--- config.mk ---
export PLATFORM = sky130hd
export DESIGN_NAME = ccff_chain_loader_flat
export DESIGN_NICKNAME = d
export VERILOG_FILES = /design/src/rtl/ccff_chain_loader_if.sv /design/src/rtl/ccff_chain_loader.sv /design/src/flat_wrapper.sv
export SDC_FILE = /design/constraint.sdc
export NUM_CORES = 1
export LEC_CHECK = 0
export CAP_MARGIN = 20
export CORE_ASPECT_RATIO = 1.1
export CORE_MARGIN = 2
export CORE_UTILIZATION = 45
export CTS_BUF_LIST = sky130_fd_sc_hd__clkbuf_4
export CTS_CLUSTER_SIZE = 10
export DETAILED_ROUTE_END_ITERATION = 8
export PLACE_DENSITY = 0.64
export SLEW_MARGIN = 20
export SYNTH_ARGS = -nofsm -noshare
export SYNTH_HDL_FRONTEND = slang
export SYNTH_SLANG_ARGS = --single-unit
export TNS_END_PERCENT = 10
--- constraint.sdc ---
create_clock -name prog_clk -period 1.95 [get_ports prog_clk]
set_input_delay 0.39 -clock prog_clk [delete_from_list [all_inputs] [get_ports prog_clk]]
set_output_delay 0.39 -clock prog_clk [all_outputs]
set_load 0.01 [all_outputs]
--- src/rtl/ccff_chain_loader_if.sv ---
// Word-stream handshake between a bitstream source (master) and ccff_chain_loader (slave).
interface ccff_chain_loader_if #(
  parameter int WORD_W = 8
);
  logic [WORD_W-1:0] word_in;
  logic              word_valid;
  logic              word_ready;

  modport master (output word_in, output word_valid, input word_ready);
  modport slave  (input word_in, input word_valid, output word_ready);
endinterface

--- src/rtl/ccff_chain_loader.sv ---
// Serializes bitstream words onto a configuration chain head, MSB first, counting CHAIN_LEN bits.
// Optional readback compare against ccff_tail is enabled by defining CCFF_VERIFY_EN.
module ccff_chain_loader #(
  parameter int  CHAIN_LEN = 36,
  parameter int  WORD_W    = 8,
  localparam int CNT_W     = $clog2(CHAIN_LEN + 1)
) (
  input  logic               prog_clk,
  input  logic               prog_reset_n,
  input  logic               start,
  input  logic               abort,
  ccff_chain_loader_if.slave bus,
  output logic               ccff_head,
  output logic               ccff_shift_en,
  input  logic               ccff_tail,
  output logic               busy,
  output logic               done
`ifdef CCFF_VERIFY_EN
  ,
  input  logic               verify,
  output logic               mismatch,
  output logic [CNT_W-1:0]   mismatch_cnt
`endif
);

  localparam int WB_W = $clog2(WORD_W + 1);

  typedef enum logic [1:0] {IDLE, FETCH, SHIFT, DONE} state_t;

  state_t            state, state_n;
  logic [WORD_W-1:0] sreg, sreg_n;
  logic [CNT_W-1:0]  remaining, remaining_n;
  logic [WB_W-1:0]   wbits, wbits_n;
  logic              word_ready;
  logic              take;

  assign bus.word_ready = word_ready;
  assign take           = bus.word_valid && word_ready;

  always_comb begin
    state_n     = state;
    sreg_n      = sreg;
    remaining_n = remaining;
    wbits_n     = wbits;
    if (abort) begin
      state_n = IDLE;
    end else begin
      case (state)
        IDLE: begin
          if (start) begin
            state_n     = FETCH;
            remaining_n = CNT_W'(CHAIN_LEN);
          end
        end
        FETCH: begin
          if (take) begin
            sreg_n  = bus.word_in;
            // Final word may be partial: only its upper bits are shifted.
            wbits_n = (int'(remaining) < WORD_W) ? WB_W'(remaining) : WB_W'(WORD_W);
            state_n = SHIFT;
          end
        end
        SHIFT: begin
          sreg_n      = sreg << 1;
          wbits_n     = wbits - 1'b1;
          remaining_n = remaining - 1'b1;
          if (remaining == CNT_W'(1)) begin
            state_n = DONE;
          end else if (wbits == WB_W'(1)) begin
            state_n = FETCH;
          end
        end
        DONE:    state_n = IDLE;
        default: state_n = IDLE;
      endcase
    end
  end

  // Outputs are registered from the next-state decode so they are glitch-free and
  // line up with the state they describe.
  always_ff @(posedge prog_clk or negedge prog_reset_n) begin
    if (!prog_reset_n) begin
      state         <= IDLE;
      sreg          <= '0;
      remaining     <= '0;
      wbits         <= '0;
      word_ready    <= 1'b0;
      ccff_head     <= 1'b0;
      ccff_shift_en <= 1'b0;
      busy          <= 1'b0;
      done          <= 1'b0;
    end else begin
      state         <= state_n;
      sreg          <= sreg_n;
      remaining     <= remaining_n;
      wbits         <= wbits_n;
      word_ready    <= (state_n == FETCH);
      ccff_shift_en <= (state_n == SHIFT);
      ccff_head     <= (state_n == SHIFT) && sreg_n[WORD_W-1];
      busy          <= (state_n != IDLE);
      done          <= (state_n == DONE);
    end
  end

`ifdef CCFF_VERIFY_EN
  logic cmp_mode;
  logic start_acc;

  assign start_acc = (state == IDLE) && start && !abort;

  // The tail bit seen during a shift is the old chain content for the bit now on the head.
  always_ff @(posedge prog_clk or negedge prog_reset_n) begin
    if (!prog_reset_n) begin
      cmp_mode     <= 1'b0;
      mismatch     <= 1'b0;
      mismatch_cnt <= '0;
    end else if (start_acc) begin
      cmp_mode     <= verify;
      mismatch     <= 1'b0;
      mismatch_cnt <= '0;
    end else if (cmp_mode && (state == SHIFT) && (ccff_tail != ccff_head)) begin
      mismatch <= 1'b1;
      if (mismatch_cnt != '1) begin
        mismatch_cnt <= mismatch_cnt + 1'b1;
      end
    end
  end
`else
  logic unused_tail;
  assign unused_tail = ccff_tail;
`endif

endmodule
--- src/flat_wrapper.sv ---
// flat-port wrapper written by rule: the top's interface ports become plain ports
module ccff_chain_loader_flat 
#(
  parameter int  CHAIN_LEN = 36,
  parameter int  WORD_W    = 8,
  localparam int CNT_W     = $clog2(CHAIN_LEN + 1)
)
  (prog_clk, prog_reset_n, start, abort, ccff_head, ccff_shift_en, ccff_tail, busy, done, bus_word_in, bus_word_valid, bus_word_ready);
  ccff_chain_loader_if #(.WORD_W(WORD_W)) bus_i ();
  input  logic prog_clk;
  input  logic prog_reset_n;
  input  logic start;
  input  logic abort;
  output logic ccff_head;
  output logic ccff_shift_en;
  input  logic ccff_tail;
  output logic busy;
  output logic done;
  input wire logic [$bits(bus_i.word_in)-1:0] bus_word_in;
  input wire logic [$bits(bus_i.word_valid)-1:0] bus_word_valid;
  output wire logic [$bits(bus_i.word_ready)-1:0] bus_word_ready;
  assign bus_i.word_in = bus_word_in;
  assign bus_i.word_valid = bus_word_valid;
  assign bus_word_ready = bus_i.word_ready;
  ccff_chain_loader #(.CHAIN_LEN(CHAIN_LEN), .WORD_W(WORD_W)) u_core (.prog_clk(prog_clk), .prog_reset_n(prog_reset_n), .start(start), .abort(abort), .bus(bus_i), .ccff_head(ccff_head), .ccff_shift_en(ccff_shift_en), .ccff_tail(ccff_tail), .busy(busy), .done(done));
endmodule
==> flow_summary.json, run 1 <==
{
  "die-area_um2": 3360,
  "dr_total_vias": 1055,
  "cts_setup_buffers": 0,
  "die_h_um": 60.6,
  "initial_core_util_pct": 47.2,
  "cts_sinks": 25,
  "pre_cts_slack_ps": 84.9,
  "synth_seq_cells": 25,
  "grt_pass1_vias": 1054,
  "mappedNetlistArea_um2": 1310,
  "hold_viol": 0,
  "synthCells": 135,
  "final_cell_area_um2": 1580,
  "grt_antenna_before_repair": 0,
  "period_minus_slack_ps": 1800,
  "ys.flop_type": "dfrtp_1",
  "layout-drive-gt1-share_pct": 12.7,
  "slew_headroom_pct": 67.3,
  "die_x_um": 55.5,
  "hold_buffers": 0,
  "worst_slew_pin_slew_ps": 487,
  "placed_cells": 186,
  "dr.pass1.iters": 4,
  "setup_tns_ps": 0,
  "yosysUniqueCellTypes": 42,
  "crit_type": "register to register",
  "grt_first_pass_wirelength_mm": 4.56,
  "n_antenna_cell": 0,
  "fillers": 248,
  "start_kind": "register",
  "ys_top_cells_by_area": "dfrtp_1, ha_1, nor2_1",
  "power.density_nw_per_um2": 1330,
  "viasPerCell": 5.55,
  "antenna_left": 0,
  "stdcell_count": 190,
  "min_period_over_period_pct": 92.4,
  "finClkSkew_ps": 5.86,
  "path_clk_slew_ps": 150,
  "p_leak_uw": 0.000701,
  "peakVddDrop_mv": 0.766,
  "slew_viol_final": 0,
  "clock_latency_ps": 320,
  "grt_max_degree": 26,
  "totalWireLength_mm": 2.73,
  "timing.final.ws_setup_ps": 149,
  "yosysMostFrequentCell": "dfrtp_1",
  "grt_usage_pct": 17.2,
  "clockBufferDepth": 2,
  "yosysSeqAreaShare_pct": 47.7,
  "syn_to_final_growth_pct": 20.8,
  "async_flop_share_pct": 100,
  "synth_top_cell_by_area": "dfrtp_1",
  "io_buffers": 17,
  "pin_count": 19,
  "synth_nets": 156,
  "rrSetupSlack_ps": 150,
  "post-route-drc-count": 0,
  "place_area_um2": 1550,
  "cts_buffers": 3,
  "rows": 20,
  "setup_viol": 0,
  "core_area_um2": 2780,
  "synth-edff-count": 0,
  "post_drt_wl_per_cell_um": 14.3,
  "cts-htree-levels": 1,
  "fin_util_pct": 57.0,
  "path_max_fanout": 12,
  "critPathArrivalTime_ps": 2060,
  "cts-root-buf": "clkbuf_4",
  "yosysWarningCount": 0,
  "worstPathRequired_ps": 2210,
  "synth_top_area_share_pct": 47.7,
  "fmax_ghz": 0.555,
  "avgSynthCellArea_um2": 9.71,
  "hpwlAfterDp_mm": 1.98,
  "cp-end-kind": "register",
  "status": "complete, no violations",
  "worst_hold_path_type": "input pin to asynchronous set/reset pin",
  "synth_common_cells": "dfrtp_1, nor2_1, nand2_1, a221oi_1, inv_1",
  "grt-ovfl-total": 0,
  "place.gp.congestion": 0.824,
  "max-cap-violations": 0,
  "drtIter0Drc": 32,
  "nets": 179,
  "cts_tree": "built"
}
final cells by class:
type | count | area, µm² | area share [%]
Sequential cell | 25 | 626 | 39.5
Timing Repair Buffer | 24 | 223 | 14.1
Clock buffer | 3 | 22.5 | 1.42
Tap cell | 33 | 41.3 | 2.61
Multi-Input combinational cell | 94 | 627 | 39.6
Inverter | 10 | 37.5 | 2.37
Clock inverter | 1 | 7.51 | 0.474
flip-flops by register name, summed over array words and instances, names as in the netlist:
register	flops
u_core.ccff_head	1
u_core.ccff_shift_en	1
u_core.done	1
u_core.bus.word_ready	1
u_core.sreg	8
u_core.wbits	4
u_core.busy	1
u_core.state	2
u_core.remaining	6
through the flow:
step / power, µW / hold slack (ps)
global placement: 1830 / 477
floorplan: 1570 / 94.4
detailed placement: 1880 / 483
global route: 2310 / 425
finish: 2110 / 404
CTS: 2120 / 402
per-layer routing:
layer,vias up,track usage [%],wire length [µm]
met5,-,0,0
met4,0,6.27,19
met3,2,4.05,123
met2,24,30.4,1350
met1,506,21.0,1230
li1,523,-,-
cell usage in the layout, fill, tap and decap left out, types with 2 or more instances in the layout:
master | netlist | final
dfrtp_1 | 25 | 25
nor2_1 | 20 | 20
clkdlybuf4s50_1 | 0 | 17
nand2_1 | 9 | 9
inv_1 | 8 | 8
a221oi_1 | 8 | 8
buf_4 | 1 | 7
a21oi_1 | 6 | 6
o21ai_0 | 6 | 6
ha_1 | 7 | 6
nand2b_1 | 4 | 4
clkbuf_4 | 0 | 3
inv_2 | 2 | 2
nor2b_1 | 2 | 2
and3_1 | 2 | 2
a21o_1 | 2 | 2
nor3_1 | 2 | 2
o22a_1 | 2 | 2
o21a_1 | 2 | 2
path summary, 6_finish.rpt:
kind / start / end / depth (start not counted)
hold reg to reg: u_core.sreg[0] / u_core.sreg[0] / 1
max in group asynchronous: prog_reset_n / u_core.state[1] / 2
min in group prog_clk: u_core.sreg[0] / u_core.sreg[0] / 1
hold / removal: prog_reset_n / u_core.wbits[3] / 2
setup / recovery: u_core.state[0] / u_core.ccff_head / 6
setup reg to reg: u_core.state[0] / u_core.ccff_head / 6
repair_timing:
action	4_1_cts	5_1_grt
resized for setup	0	2
hold endpoints to repair	0	0
endpoints found under the setup margin	0	6
logic make-up after synthesis:
| logic type | count (synthesis) | share of synthesized area (%) |
|---|---|---|
| AOI/OAI and AO/OA | 39 | 21.9 |
| buffers and inverters | 16 | 5.15 |
| adders and majority gates | 7 | 6.68 |
| DFF | 25 | 47.7 |
| and+or+nand+nor | 47 | 17.8 |
| muxes | 1 | 0.763 |
worst max-delay path: stages, from the launching register on:
cell and delay, ps:
dfrtp_1 460, inv_1 100, ha_1 310, nand2b_1 140
a21o_1 340, o2bb2ai_1 190, nor3b_2 190
report_power, final:
group / switching, µW / total (µW) / leakage (µW) / internal, µW
Clock: 164 / 242 / 0.0000139 / 78.4
Sequential: 160 / 877 / 0.000312 / 717
Combinational: 533 / 993 / 0.000375 / 460
Total: 857 / 2110 / 0.000701 / 1250
(Power assumes the default switching activity.)
==> run 2: changes to the inputs <==
--- a/config.mk
+++ b/config.mk
@@ -6,7 +6,6 @@
 export NUM_CORES = 1
 export LEC_CHECK = 0
 export CAP_MARGIN = 20
-export CORE_ASPECT_RATIO = 1.1
 export CORE_MARGIN = 2
 export CORE_UTILIZATION = 45
 export CTS_BUF_LIST = sky130_fd_sc_hd__clkbuf_4
==> flow_summary.json, run 2 (synthesis results as in run 1) <==
{
  "status": "complete, no violations",
  "largestRegisters": "u_core.sreg: 8 flops, u_core.remaining: 6 flops, u_core.wbits: 4 flops",
  "stdcell_count": 190,
  "cts_sinks": 25,
  "max-cap-violations": 0,
  "nets": 181,
  "drtIter0Drc": 33,
  "totalWireLength_mm": 2.57,
  "grt_pass1_vias": 1075,
  "post-route-drc-count": 0,
  "path_clk_slew_ps": 130,
  "worstPathRequired_ps": 2170,
  "dr_total_vias": 1069,
  "final_common_cell": "dfrtp_1",
  "path_max_fanout": 7,
  "dr.pass1.iters": 4,
  "fillers": 254,
  "pin_count": 19,
  "start_kind": "register",
  "largest_reg_flops": 8,
  "worst_hold_path_type": "input pin to asynchronous set/reset pin",
  "grt_usage_pct": 17.3,
  "initial_core_util_pct": 47.5,
  "cts-htree-levels": 1,
  "critPathArrivalTime_ps": 1950,
  "cts-root-buf": "clkbuf_4",
  "n_antenna_cell": 0,
  "final_cell_mix": "dfrtp_1, nor2_1, clkdlybuf4s50_1",
  "min_period_over_period_pct": 88.6,
  "rsz0062_at_grt": "false",
  "hpwlAfterDp_mm": 1.95,
  "grt-ovfl-total": 0,
  "io_buffers": 17,
  "slew_viol_final": 0,
  "die_x_um": 58.0,
  "setup_viol": 0,
  "fmax_ghz": 0.579,
  "cts_tree": "built",
  "multi_input_area_um2": 621,
  "slew_headroom_pct": 74.8,
  "syn_to_final_growth_pct": 21.1,
  "hold_viol": 0,
  "hold_ws_ps": 413,
  "worst_slew_pin_slew_ps": 378,
  "clockBufferDepth": 2,
  "peakVddDrop_mv": 0.903,
  "clock_latency_ps": 320,
  "cp-end-kind": "register",
  "placed_cells": 186,
  "die-area_um2": 3360,
  "top_register": "u_core.sreg",
  "finClkSkew_ps": 5.10,
  "grt_antenna_before_repair": 0,
  "post_drt_wl_per_cell_um": 13.5,
  "antenna_left": 0,
  "place.gp.congestion": 0.835,
  "die_h_um": 58.0,
  "core_area_um2": 2760,
  "power.density_nw_per_um2": 1330,
  "grt_max_degree": 26,
  "rows": 19,
  "regArea_um2": 626,
  "hold_buffers": 0,
  "crit_type": "register to register",
  "grt_first_pass_wirelength_mm": 4.61,
  "p_leak_uw": 0.000713,
  "cts_buffers": 3,
  "viasPerCell": 5.63,
  "layout-drive-gt1-share_pct": 13.2,
  "setup_tns_ps": 0,
  "period_minus_slack_ps": 1730
}
==> run 2: timing repair <==
action / CTS / global route
setup endpoints to repair: 0 / 1
hold endpoints to repair: 0 / 0
gates resized for setup: 0 / 1
buffers inserted: 0 / 0
==> run 2: critical path, cell delays in order (launching register included) <==
cell and delay (ps):
dfrtp_1 440, inv_1 120, ha_1 300, mux2i_1 260
or2_1 240, nor2_1 80, o22a_1 190
==> run 2: report_power, final <==
part | leakage (µW) | internal, µW | switching (µW)
Combinational | 0.000383 | 476 | 524
Clock | 0.0000177 | 76.8 | 151
Sequential | 0.000312 | 717 | 160
Total | 0.000713 | 1270 | 835
==> run 2: area by class of cell <==
class                           count  share of cell area [%]
Multi-Input combinational cell     94                    39.1
Clock buffer                        3                    1.42
Inverter                           10                    2.36
Sequential cell                    25                    39.4
Clock inverter                      1                   0.315
Timing Repair Buffer               26                    15.0
Tap cell                           31                    2.44
==> run 2: metrics by stage <==
step	worst slack [ps]	util (%)	total power, µW	area (µm²)
CTS	135	57.5	2130	1590
floorplan	340	-	1570	1310
global placement	132	56.5	1850	1560
finish	222	57.6	2100	1590
detailed placement	140	56.5	1890	1560
global route	66.0	57.6	2330	1590
==> run 2: final timing paths <==
kind	slack [ps]	cells after the start	from	to
worst max-delay path	220	6	u_core.state[1]	u_core.remaining[5]
worst min-delay path	410	2	prog_reset_n	u_core.sreg[3]
worst max register to register	220	6	u_core.state[1]	u_core.remaining[5]
worst min register to register	500	1	u_core.sreg[7]	u_core.sreg[7]
max in group asynchronous	1300	2	prog_reset_n	u_core.state[0]
min in group prog_clk	500	1	u_core.sreg[7]	u_core.sreg[7]
==> run 2: per-layer routing <==
layer / up-vias / track usage [%] / share of wire, %
met5: - / 0 / 0
met1: 510 / 22.7 / 48
li1: 533 / - / -
met3: 5 / 2.23 / 3.9
met2: 21 / 29.5 / 46
met4: 0 / 5.98 / 1.6
==> run 3: changes to the inputs <==
--- a/config.mk
+++ b/config.mk
@@ -11,7 +11,7 @@
 export CTS_BUF_LIST = sky130_fd_sc_hd__clkbuf_4
 export CTS_CLUSTER_SIZE = 10
 export DETAILED_ROUTE_END_ITERATION = 8
-export PLACE_DENSITY = 0.64
+export PLACE_DENSITY = 0.68
 export SLEW_MARGIN = 20
 export SYNTH_ARGS = -nofsm -noshare
 export SYNTH_HDL_FRONTEND = slang
==> flow_summary.json, run 3 (synthesis results as in run 1) <==
{
  "multi_input_area_um2": 626,
  "crit_chain": "ha_1, nor2b_1, a2111oi_1, or3_4, inv_2, and2_1",
  "worst_slew_pin_slew_ps": 430,
  "die_x_um": 58.0,
  "syn_to_final_growth_pct": 20.3,
  "setup_tns_ps": 0,
  "slew_headroom_pct": 71.3,
  "path_max_fanout": 6,
  "stdcell_count": 188,
  "largestRegisters": "u_core.sreg: 8 flops, u_core.remaining: 6 flops, u_core.wbits: 4 flops",
  "setup_viol": 0,
  "post_drt_wl_per_cell_um": 14.3,
  "grt_usage_pct": 17.9,
  "rrSetupSlack_ps": 120,
  "rows": 19,
  "rsz0062_at_grt": "false",
  "finClkSkew_ps": 4.29,
  "path_buf_inv": 1,
  "drtIter0Drc": 39,
  "die-area_um2": 3360,
  "cp_slowest_stage_delay_ps": 480,
  "antenna_left": 0,
  "status": "complete, no violations",
  "post-route-drc-count": 0,
  "fin_util_pct": 57.2,
  "nets": 179,
  "grt_antenna_before_repair": 0,
  "n_antenna_cell": 0,
  "clockBufferDepth": 2,
  "p_leak_uw": 0.000704,
  "peakVddDrop_mv": 0.907,
  "period_minus_slack_ps": 1830,
  "grt_max_degree": 26,
  "io_buffers": 17,
  "grt-ovfl-total": 0,
  "start_kind": "register",
  "hold_viol": 0,
  "path_clk_slew_ps": 140,
  "critPathArrivalTime_ps": 2050,
  "dr_total_vias": 1067,
  "placed_cells": 184,
  "fmax_ghz": 0.548,
  "cts-root-buf": "clkbuf_4",
  "min_period_over_period_pct": 93.6,
  "cp-end-kind": "register",
  "grt_pass1_vias": 1073,
  "final_cell_mix": "dfrtp_1, nor2_1, clkdlybuf4s50_1",
  "cts_sinks": 25,
  "final_common_cell": "dfrtp_1",
  "layout-drive-gt1-share_pct": 12.7,
  "initial_core_util_pct": 47.5,
  "cts_setup_buffers": 0,
  "slowest_stage": "a2111oi_1",
  "core_area_um2": 2760,
  "largest_reg_flops": 8,
  "pin_count": 19,
  "hpwlAfterDp_mm": 2.06,
  "cts_tree": "built",
  "worst_hold_path_type": "input pin to asynchronous set/reset pin",
  "worstPathRequired_ps": 2180,
  "die_h_um": 58.0,
  "fillers": 249,
  "cts-htree-levels": 1,
  "clock_latency_ps": 310,
  "regArea_um2": 626,
  "hold_buffers": 0,
  "cp_top_family": "simple AND/OR/NAND/NOR gates",
  "dr.pass1.iters": 4,
  "viasPerCell": 5.68,
  "totalWireLength_mm": 2.70,
  "place.gp.congestion": 0.804,
  "power.density_nw_per_um2": 1330,
  "slew_viol_final": 0,
  "top_register": "u_core.sreg",
  "crit_type": "register to register",
  "max-cap-violations": 0,
  "grt_first_pass_wirelength_mm": 4.69,
  "cts_buffers": 3
}
run 3: routing by layer:
layer,up-vias,part of all wire (%),GRT usage (%)
li1,523,-,-
met1,524,46,22.6
met2,16,49,31.0
met3,4,4.2,2.90
met4,0,1.3,6.64
met5,-,0,0
run 3: cell type report:
type	instances	share of cell area [%]
clock buffers	3	1.43
clock inverters	1	0.317
inverters	10	2.38
multi-input cells	94	39.7
flip-flops and latches	25	39.7
well taps	31	2.46
repair buffers	24	14.1
run 3: power breakdown:
part	switching [µW]	total, µW	internal [µW]
Sequential	167	884	717
Combinational	528	989	461
Clock	154	231	76.7
Total	849	2100	1250
run 3: per-stage QoR:
stage | area [µm²] | total power (µW) | hold slack, ps | worst slack (ps)
2_1_floorplan | 1310 | 1570 | 94.4 | 340
3_3_place_gp | 1540 | 1820 | 472 | 162
3_5_place_dp | 1540 | 1880 | 479 | 133
4_1_cts | 1570 | 2110 | 417 | 119
5_1_grt | 1580 | 2310 | 435 | 29.8
6_report | 1580 | 2100 | 412 | 125
run 3: repair_timing:
action                                 in CTS  in global routing
gates resized for setup                     0                  2
setup endpoints to repair                   0                  3
endpoints found under the hold margin       0                  0
run 3: worst reg2reg max path, stage by stage, from the launching register on:
cell and delay [ps]:
dfrtp_1 470, ha_1 220, nor2b_1 140, a2111oi_1 480, or3_4 230, inv_2 50, and2_1 140
run 3: final timing paths:
check,end,start,depth (start not counted)
worst max-delay path,u_core.bus.word_ready,u_core.remaining[0],6
worst min-delay path,u_core.wbits[3],prog_reset_n,2
worst max register to register,u_core.bus.word_ready,u_core.remaining[0],6
worst min register to register,u_core.sreg[7],u_core.sreg[7],1
max in group asynchronous,u_core.state[1],prog_reset_n,2
min in group prog_clk,u_core.sreg[7],u_core.sreg[7],1
